$ cat config.mk
export PLATFORM = sky130hd
export DESIGN_NAME = ddr_pattern_writer
export DESIGN_NICKNAME = d
export VERILOG_FILES = /design/src/rtl/ddr_mgr_pkg.sv /design/src/rtl/ddr_pat_gen.sv /design/src/rtl/ddr_pattern_writer.sv
export SDC_FILE = /design/constraint.sdc
export NUM_CORES = 1
export LEC_CHECK = 0
export CAP_MARGIN = 20
export CORE_MARGIN = 2
export CORE_UTILIZATION = 53
export CTS_BUF_LIST = sky130_fd_sc_hd__clkbuf_4 sky130_fd_sc_hd__clkbuf_8
export DETAILED_ROUTE_END_ITERATION = 16
export PLACE_DENSITY = 0.86
export SYNTH_ARGS = -nofsm -noshare
export SYNTH_HDL_FRONTEND = slang
export SYNTH_SLANG_ARGS = --single-unit
$ cat constraint.sdc
create_clock -name clk -period 2.3 [get_ports clk]
set_input_delay 0.46 -clock clk [delete_from_list [all_inputs] [get_ports clk]]
set_output_delay 0.46 -clock clk [all_outputs]
set_load 0.05 [all_outputs]
$ cat src/rtl/ddr_mgr_pkg.sv
// ddr_mgr_pkg: shared state encoding, address field widths and pattern constants for DDR2 clients
package ddr_mgr_pkg;
  typedef enum logic [2:0] {ST_IDLE, ST_REQ, ST_XFER, ST_NEXT, ST_DONE} state_t;
  localparam int ROW_W = 13;
  localparam int COL_W = 10;
  localparam int BANK_W = 2;
  localparam logic [31:0] DEF_PATTERN = 32'hFDCB8610;
  localparam logic [9:0] XFR_LEN_PER_LINE = 10'h200;
endpackage

$ cat src/rtl/ddr_pat_gen.sv
// ddr_pat_gen: pattern word for (row, word_cnt, mode), shared by writer and read-side checker
module ddr_pat_gen import ddr_mgr_pkg::*; #(
  parameter logic [31:0] PATTERN = DEF_PATTERN
) (
  input  logic [ROW_W-1:0] row,
  input  logic [COL_W-1:0] word_cnt,
  input  logic             mode,
  output logic [31:0]      data
);
  assign data = mode ? {row, 9'h000, word_cnt} : PATTERN;
endmodule

$ cat src/rtl/ddr_pattern_writer.sv
// ddr_pattern_writer: fills DDR2 rows 0..MAX_ROW with a known pattern through the ddr2_mgr write port
module ddr_pattern_writer import ddr_mgr_pkg::*; #(
  parameter logic [9:0]  XFR_LEN = XFR_LEN_PER_LINE,
  parameter logic [12:0] MAX_ROW = 13'h02FF,
  parameter logic [15:0] GRANT_TIMEOUT = 16'hFFFF,
  parameter logic [31:0] PATTERN = DEF_PATTERN
) (
  input  logic        clk,
  input  logic        rst,
  input  logic        start,
  input  logic        mode,
  output logic        wr_mem_req,
  output logic [24:0] wr_mem_addr,
  output logic [9:0]  wr_xfr_len,
  input  logic        wr_mem_grant,
  input  logic        wr_data_req,
  output logic [31:0] wr_data,
  output logic        busy,
  output logic        init_done,
  output logic [12:0] rows_written,
  output logic        timeout_err,
  output logic        proto_err
);
  state_t state;
  logic mode_q, start_ok, consume, last, adv, nxt_mode, active;
  logic [ROW_W-1:0] row, nxt_row;
  logic [COL_W-1:0] word_cnt, nxt_cnt;
  logic [15:0] tcnt;
  logic [31:0] gen_data;
  assign start_ok = start && (state == ST_IDLE || state == ST_DONE);
  assign consume = state == ST_XFER && wr_data_req;
  assign last = consume && word_cnt == XFR_LEN - 10'd1;
  assign adv = state == ST_NEXT && row != MAX_ROW;
  assign active = state inside {ST_REQ, ST_XFER, ST_NEXT};
  assign wr_mem_addr = {row, {COL_W{1'b0}}, {BANK_W{1'b0}}};
  // Lookahead values feed the generator so wr_data is ready the cycle after each consume
  always_comb begin
    nxt_row = start_ok ? '0 : adv ? row + 13'd1 : row;
    nxt_cnt = (start_ok || last) ? '0 : consume ? word_cnt + 10'd1 : word_cnt;
    nxt_mode = start_ok ? mode : mode_q;
  end
  ddr_pat_gen #(.PATTERN(PATTERN)) u_gen (
    .row(nxt_row),
    .word_cnt(nxt_cnt),
    .mode(nxt_mode),
    .data(gen_data)
  );
  always_ff @(posedge clk) begin
    if (rst) begin
      state <= ST_IDLE;
      row <= '0;
      word_cnt <= '0;
      mode_q <= 1'b0;
      tcnt <= '0;
      wr_mem_req <= 1'b0;
      wr_xfr_len <= '0;
      wr_data <= '0;
      busy <= 1'b0;
      init_done <= 1'b0;
      rows_written <= '0;
      timeout_err <= 1'b0;
      proto_err <= 1'b0;
    end else begin
      row <= nxt_row;
      word_cnt <= nxt_cnt;
      mode_q <= nxt_mode;
      if (start_ok || active) wr_data <= gen_data;
      proto_err <= (proto_err && !start_ok) || (wr_data_req && state != ST_XFER) ||
                   (wr_mem_grant && state != ST_REQ);
      tcnt <= state == ST_REQ ? tcnt + {15'h0, tcnt != 16'hFFFF} : '0;
      case (state)
        ST_IDLE, ST_DONE: if (start) begin
          state <= ST_REQ;
          wr_mem_req <= 1'b1;
          wr_xfr_len <= XFR_LEN;
          busy <= 1'b1;
          init_done <= 1'b0;
          rows_written <= '0;
          timeout_err <= 1'b0;
        end
        ST_REQ: if (wr_mem_grant) begin
          state <= ST_XFER;
          wr_mem_req <= 1'b0;
        end else if (tcnt == GRANT_TIMEOUT - 16'd1) begin
          state <= ST_IDLE;
          wr_mem_req <= 1'b0;
          wr_xfr_len <= '0;
          busy <= 1'b0;
          timeout_err <= 1'b1;
        end
        ST_XFER: if (last) begin
          state <= ST_NEXT;
          wr_xfr_len <= '0;
          rows_written <= rows_written + 13'd1;
        end
        ST_NEXT: if (row == MAX_ROW) begin
          state <= ST_DONE;
          busy <= 1'b0;
          init_done <= 1'b1;
        end else begin
          state <= ST_REQ;
          wr_mem_req <= 1'b1;
          wr_xfr_len <= XFR_LEN;
        end
        default: state <= ST_IDLE;
      endcase
    end
  end
endmodule
Word level (Yosys, flattened, before mapping) --
Cells that the tools add are included.
Operators by class: $mul 0, divide/modulo/power cells 0, add/sub/neg operators 4, bitwise gates (word level) 1, reductions and logical operators 29, multiplexer cells 35, shift operators 0, eq/ne operators 18, magnitude comparators 0
Operators by type and width (count):
- 10-bit 2-to-1 mux | 7
- 13-bit 2-to-1 mux | 4
- 10-bit case mux with 4 select lines | 1
- 32-bit 2-to-1 mux | 1
- 13-bit by 1-bit adder with 13-bit output, second input constant | 2
- 13-bit case mux with 2 select lines | 1
- 16-bit by 1-bit adder with 16-bit output | 1
- 16-bit equality test, second input constant | 1
- 16-bit != test, second input constant | 1
- 3-bit 2-to-1 mux | 5
- 13-bit by 10-bit equality test with 1-bit output, second input constant | 1
- 13-bit by 10-bit != test with 1-bit output, second input constant | 1
- 3-bit case mux with 4 select lines | 1
- 1-bit 2-to-1 mux | 11
- 10-bit by 1-bit adder with 10-bit output, second input constant | 1
- 10-bit by 9-bit equality test with 1-bit output, second input constant | 1
- 3-bit AND reduction | 3
- 2-bit != test, second input constant | 4
- 4-bit AND reduction | 2
- 1-bit logical AND | 7
- 3-bit by 2-bit equality test with 1-bit output, second input constant | 2
- 3-bit by 2-bit != test with 1-bit output, second input constant | 2
- 1-bit case mux with 3 select lines | 2
- 6-bit AND reduction | 1
- other kinds (14) | 24
Storage, ports and cells: input bits 6, output and inout port bits 85, bits in latches 0, memories 0, flip-flop bits (word level) 103, ROM bits 0, logic and storage cells 100, bits in writable memories 0

Longest topological paths before layout --
depth in word-level cells 7, depth in mapped cells 9, depth with buffers taken out 8

By module --
A second synthesis with hierarchy kept.
Second synthesis, totals: cells, all modules 554, area total of the unflattened synthesis 4443.0 µm²
By module, submodules not included:
- ddr_pattern_writer | cells an instance 519, times used 1, seq. area each 1881.8 µm², area an instance 4214.0 µm²
- ddr_pat_gen | cells an instance 35, times used 1, seq. area each 0.0 µm², area an instance 229.0 µm²

Least setup slack after synthesis --
OpenSTA, ideal clock, no wires.
path kind reg-to-reg, start register row[0], end register wr_data[19], library setup time 124 ps, setup slack 42 ps, data required time 2176 ps, stages on the path, launching flop included 7, path buffers 1, arrival time 2134 ps, clock period less this slack 2258 ps, cells stage by stage dfxtp_1 ha_1 nand4_1 or4_1 clkbuf_1 a211oi_1 nor3_1
On the way: word-level cells in the longest chain between the ends 5, elaborated cells between the ends (all ways) 6, classes of those cells add/sub: 1; eq/ne: 1; mux: 3; reduce/logical: 1
Ends and longest elaborated chain:
- from (decl) | line ddr_pattern_writer.sv:26 | logic [ROW_W-1:0] row, nxt_row;
- from (signal assigned) | line ddr_pattern_writer.sv:64 | row <= nxt_row;
- parallel branches: the longest is 2 deep, another holds 13-bit by 1-bit adder with 13-bit output
- 13-bit 2-to-1 mux (*) (2 in a row) | line ddr_pattern_writer.sv:38 | nxt_row = start_ok ? '0 : adv ? row + 13'd1 : row;
- 32-bit 2-to-1 mux (*) | line ddr_pat_gen.sv:10 | assign data = mode ? {row, 9'h000, word_cnt} : PATTERN;
- to (signal assigned) | line ddr_pattern_writer.sv:67 | if (start_ok || active) wr_data <= gen_data;
- to (decl) | line ddr_pattern_writer.sv:17 | output logic [31:0] wr_data,
Mark *: on every way between the ends. A chain may end at the register's enable or synchronous reset.

Final worst setup path --
start register row[2], end output port wr_mem_addr[14]
RTL lines:
- to (decl) | line ddr_pattern_writer.sv:13 | output logic [24:0] wr_mem_addr,
No word-level cell between the ends.

==> run summary <==
final hold vios = 0
Synth Area in Adders = 0.01433
multiplexer share of the synthesized area = 0.004587
Ports = 91
Starting Density = 0.5393
vias in the first global route = 4050
std cell rows = 33
worst-path maximum fanout = 10
Final min period = 2220 ps
WL per Instance = 16.79 um
Hold WC Path Type = reg2reg
Layout area overhead = 22.85%
Vias = 4307
most frequent cells in the layout = dfxtp_1, clkdlybuf4s50_1, nand2_1
clk sinks = 86
Metal-1 WL = 5061 um
slowest CP cell = clkdlybuf4s50_1
met2 wire length = 5653 um
number of flops mapped to enable cells by yosys = 0
Total GRT Usage = 0.2718
CP Class = reg2out
register bit total from synthesis = 86
total wire length = 11790 um
Max-Cap Viols = 0
die width = 94.75 um
Finish-stage setup viols = 0
Synth Flop Type = dfxtp_1
Non-Filler Instances = 702
placed insts = 685
outcome = complete, no violations
crit path DAT = 1760 ps
final slew viol count = 0
first-pass GRT wire length = 19240 um
syn_area_per_cell = 8.441 sq um
Endpoint, Worst Hold = wr_data[2]$_SDFFE_PP0P_
hold path depth = 2
Post-synth ARST share = 0
top achievable clock speed = 0.4505 GHz
total congestion overflow = 0
Final Skew = 7.183 ps
metal3 WL = 787 um
number of remaining DRC errors = 0
Worst path depth = 1
Die Ht = 94.75 um
Final ANT Viol Nets = 0
Compound-Gate Fraction of Synth Area = 0.1947
slowest stage delay, CP = 880 ps
Worst Setup End Kind = output port
buffer and inverter count on the worst path = 1
Relative slew margins = 0.3358
Hold Path Origin = wr_data[2]$_SDFFE_PP0P_
critical path cell sequence = clkdlybuf4s50_1
slew of the pin with the lowest slew margin = 988.7 ps
largest family of logic cells by synthesized area = simple AND/OR/NAND/NOR gates
Vias/cell = 6.135
Detailed Routing Iterations Pass 1 = 5
global placer's final weighted congestion = 0.8978
CP Launch Type = flop
number of fill cells in the layout = 663
initial antenna violation count = 0
Peak VDD IR = 0.0007019 V
Final Util = 0.6625
pwr dens = 704.1 nW/um^2
Reg2Reg Depth = 4
sequential area share after synthesis = 0.3945
RSZ-0062 raised after global routing = no
Total Power = 3.775 mW
xor/xnor cell area share of the yosys netlist = 0.03813
Leak Pwr = 1.903 nW
H-tree depth = 3
largest net degree at the start of global routing = 18
finished layout cell area = 5361 sq um
Post-Syn Instances = 517
hold-fix buffers at CTS = 0
TritonCTS clock tree = built
flop-to-flop setup slack = 180 ps
Num CTS Buffers = 9
CP top delay family = buffers and inverters
Post-Synth Simple-Gate Area = 0.2655
core area = 8093 sq um
commonest non-fill, non-tap cell in the layout = dfxtp_1
top layer in use = met4
reg2reg start = state[1]$_SDFFE_PP0P_
DP Area = 5142 sq um
CTS max path bufs = 2
# nets final = 603
clk_lat worst skew = 360 ps
layout cell share with drive strength beyond 1 = 0.1005
DP HPWL = 8462 um
synthesized cell area = 4364 sq um
final critical-path share of the clock period = 0.9651
Critical Path RT = 1840 ps
Clk pin slew, worst setup/hold paths = 90 ps
antenna cells = 0
R2R Path End = wr_data[21]$_SDFFE_PP0P_
count of unique library cells instantiated by Yosys = 63
DRT iter0 DRCs = 399
Root Driver = clkbuf_8
setup TNS = 0 ps
I/O Buffers = 64
die area = 8977 sq um
YS warnings = 0
worst max-delay path by stage:
stage                                 start                            end  slack, ps
after floorplan           row[0]$_SDFF_PP0_       wr_data[19]$_SDFFE_PP0P_         40
after global placement          wr_data_req  rows_written[11]$_SDFFE_PP0P_         50
after detailed placement        wr_data_req   rows_written[3]$_SDFFE_PP0P_          5
after CTS                 row[2]$_SDFF_PP0_                wr_mem_addr[14]         90
after global routing      row[2]$_SDFF_PP0_                wr_mem_addr[14]         50
final                     row[2]$_SDFF_PP0_                wr_mem_addr[14]         80
per-layer routing:
| metal | track usage | vias up |
|---|---|---|
| met2 | 0.4415 | 203 |
| met3 | 0.04310 | 34 |
| met5 | 0 | - |
| li1 | - | 2007 |
| met1 | 0.3570 | 2063 |
| met4 | 0.1196 | 0 |
layout make-up:
type | instances | area (sq um) | area share
Inverter | 11 | 41.29 | 0.007701
Clock buffer | 12 | 158.9 | 0.02964
Multi-Input combinational cell | 387 | 2355 | 0.4392
Timing Repair Buffer | 97 | 899.6 | 0.1678
Tap cell | 105 | 131.4 | 0.02450
Sequential cell | 86 | 1722 | 0.3211
Clock inverter | 4 | 53.80 | 0.01004
sequential cells by signal, summed over array words and instances (netlist names):
register / flops
rows_written: 13
wr_data: 24
busy: 1
mode_q: 1
state: 3
word_cnt: 10
wr_xfr_len: 1
timeout_err: 1
proto_err: 1
tcnt: 16
init_done: 1
wr_mem_req: 1
row: 13
stage by stage:
step / hold WS, ps / setup slack (ps)
after detailed placement: 449.4 / 5.031
after global routing: 481.4 / 46.55
after floorplan: 452.2 / 41.73
after global placement: 443.7 / 45.38
after CTS: 459.7 / 90.53
final: 456.3 / 80.30
synth_stat cells (all sizes together) (3+ instances only):
cell type  instances  area (sq um)
nand2             40         150.1
o21ai             19         95.09
or4                4         33.78
o211ai             9         67.56
a311oi             3         26.28
nand4             13         81.33
xor2               5         43.79
nor2              37         138.9
o22a               7         61.31
and3               8         50.05
clkbuf            23         86.33
o2111ai            5         43.79
o22ai              5         31.28
nand4b             4         35.03
o21a               8         60.06
dfxtp             86          1722
and4               5         43.79
ha                 5         62.56
xnor2             14         122.6
inv               11         41.29
o31a               5         43.79
a31oi              4         25.02
a21oi             36         180.2
nand2b             8         50.05
or4b               4         43.79
nor3              13         65.06
nand3             32         160.2
nor3b              4         35.03
or3               16         100.1
a211oi             6         45.04
nor4              10         77.57
buf               35         254.0
power breakdown:
part / switching, mW / total [mW] / internal (mW)
logic: 0.688 / 1.00 / 0.313
registers: 0.0790 / 1.64 / 1.56
clock network: 0.554 / 1.13 / 0.578
total: 1.32 / 3.78 / 2.45
cells by family after synthesis:
group / Yosys count
DFF: 86
muxes: 2
adders and majority gates: 5
AOI/OAI and AO/OA: 126
xor gates and xnor gates: 19
buffers and inverters: 69
other: 1
and+or+nand+nor: 209
timing repair:
item / 4_1_cts / 5_1_grt
gates resized for setup: 1 / 0
setup endpoints to repair: 1 / 3
pin swaps: 0 / 0
setup buffers: 0 / 1
No activity file was read; power rests on OpenSTA's default activity.
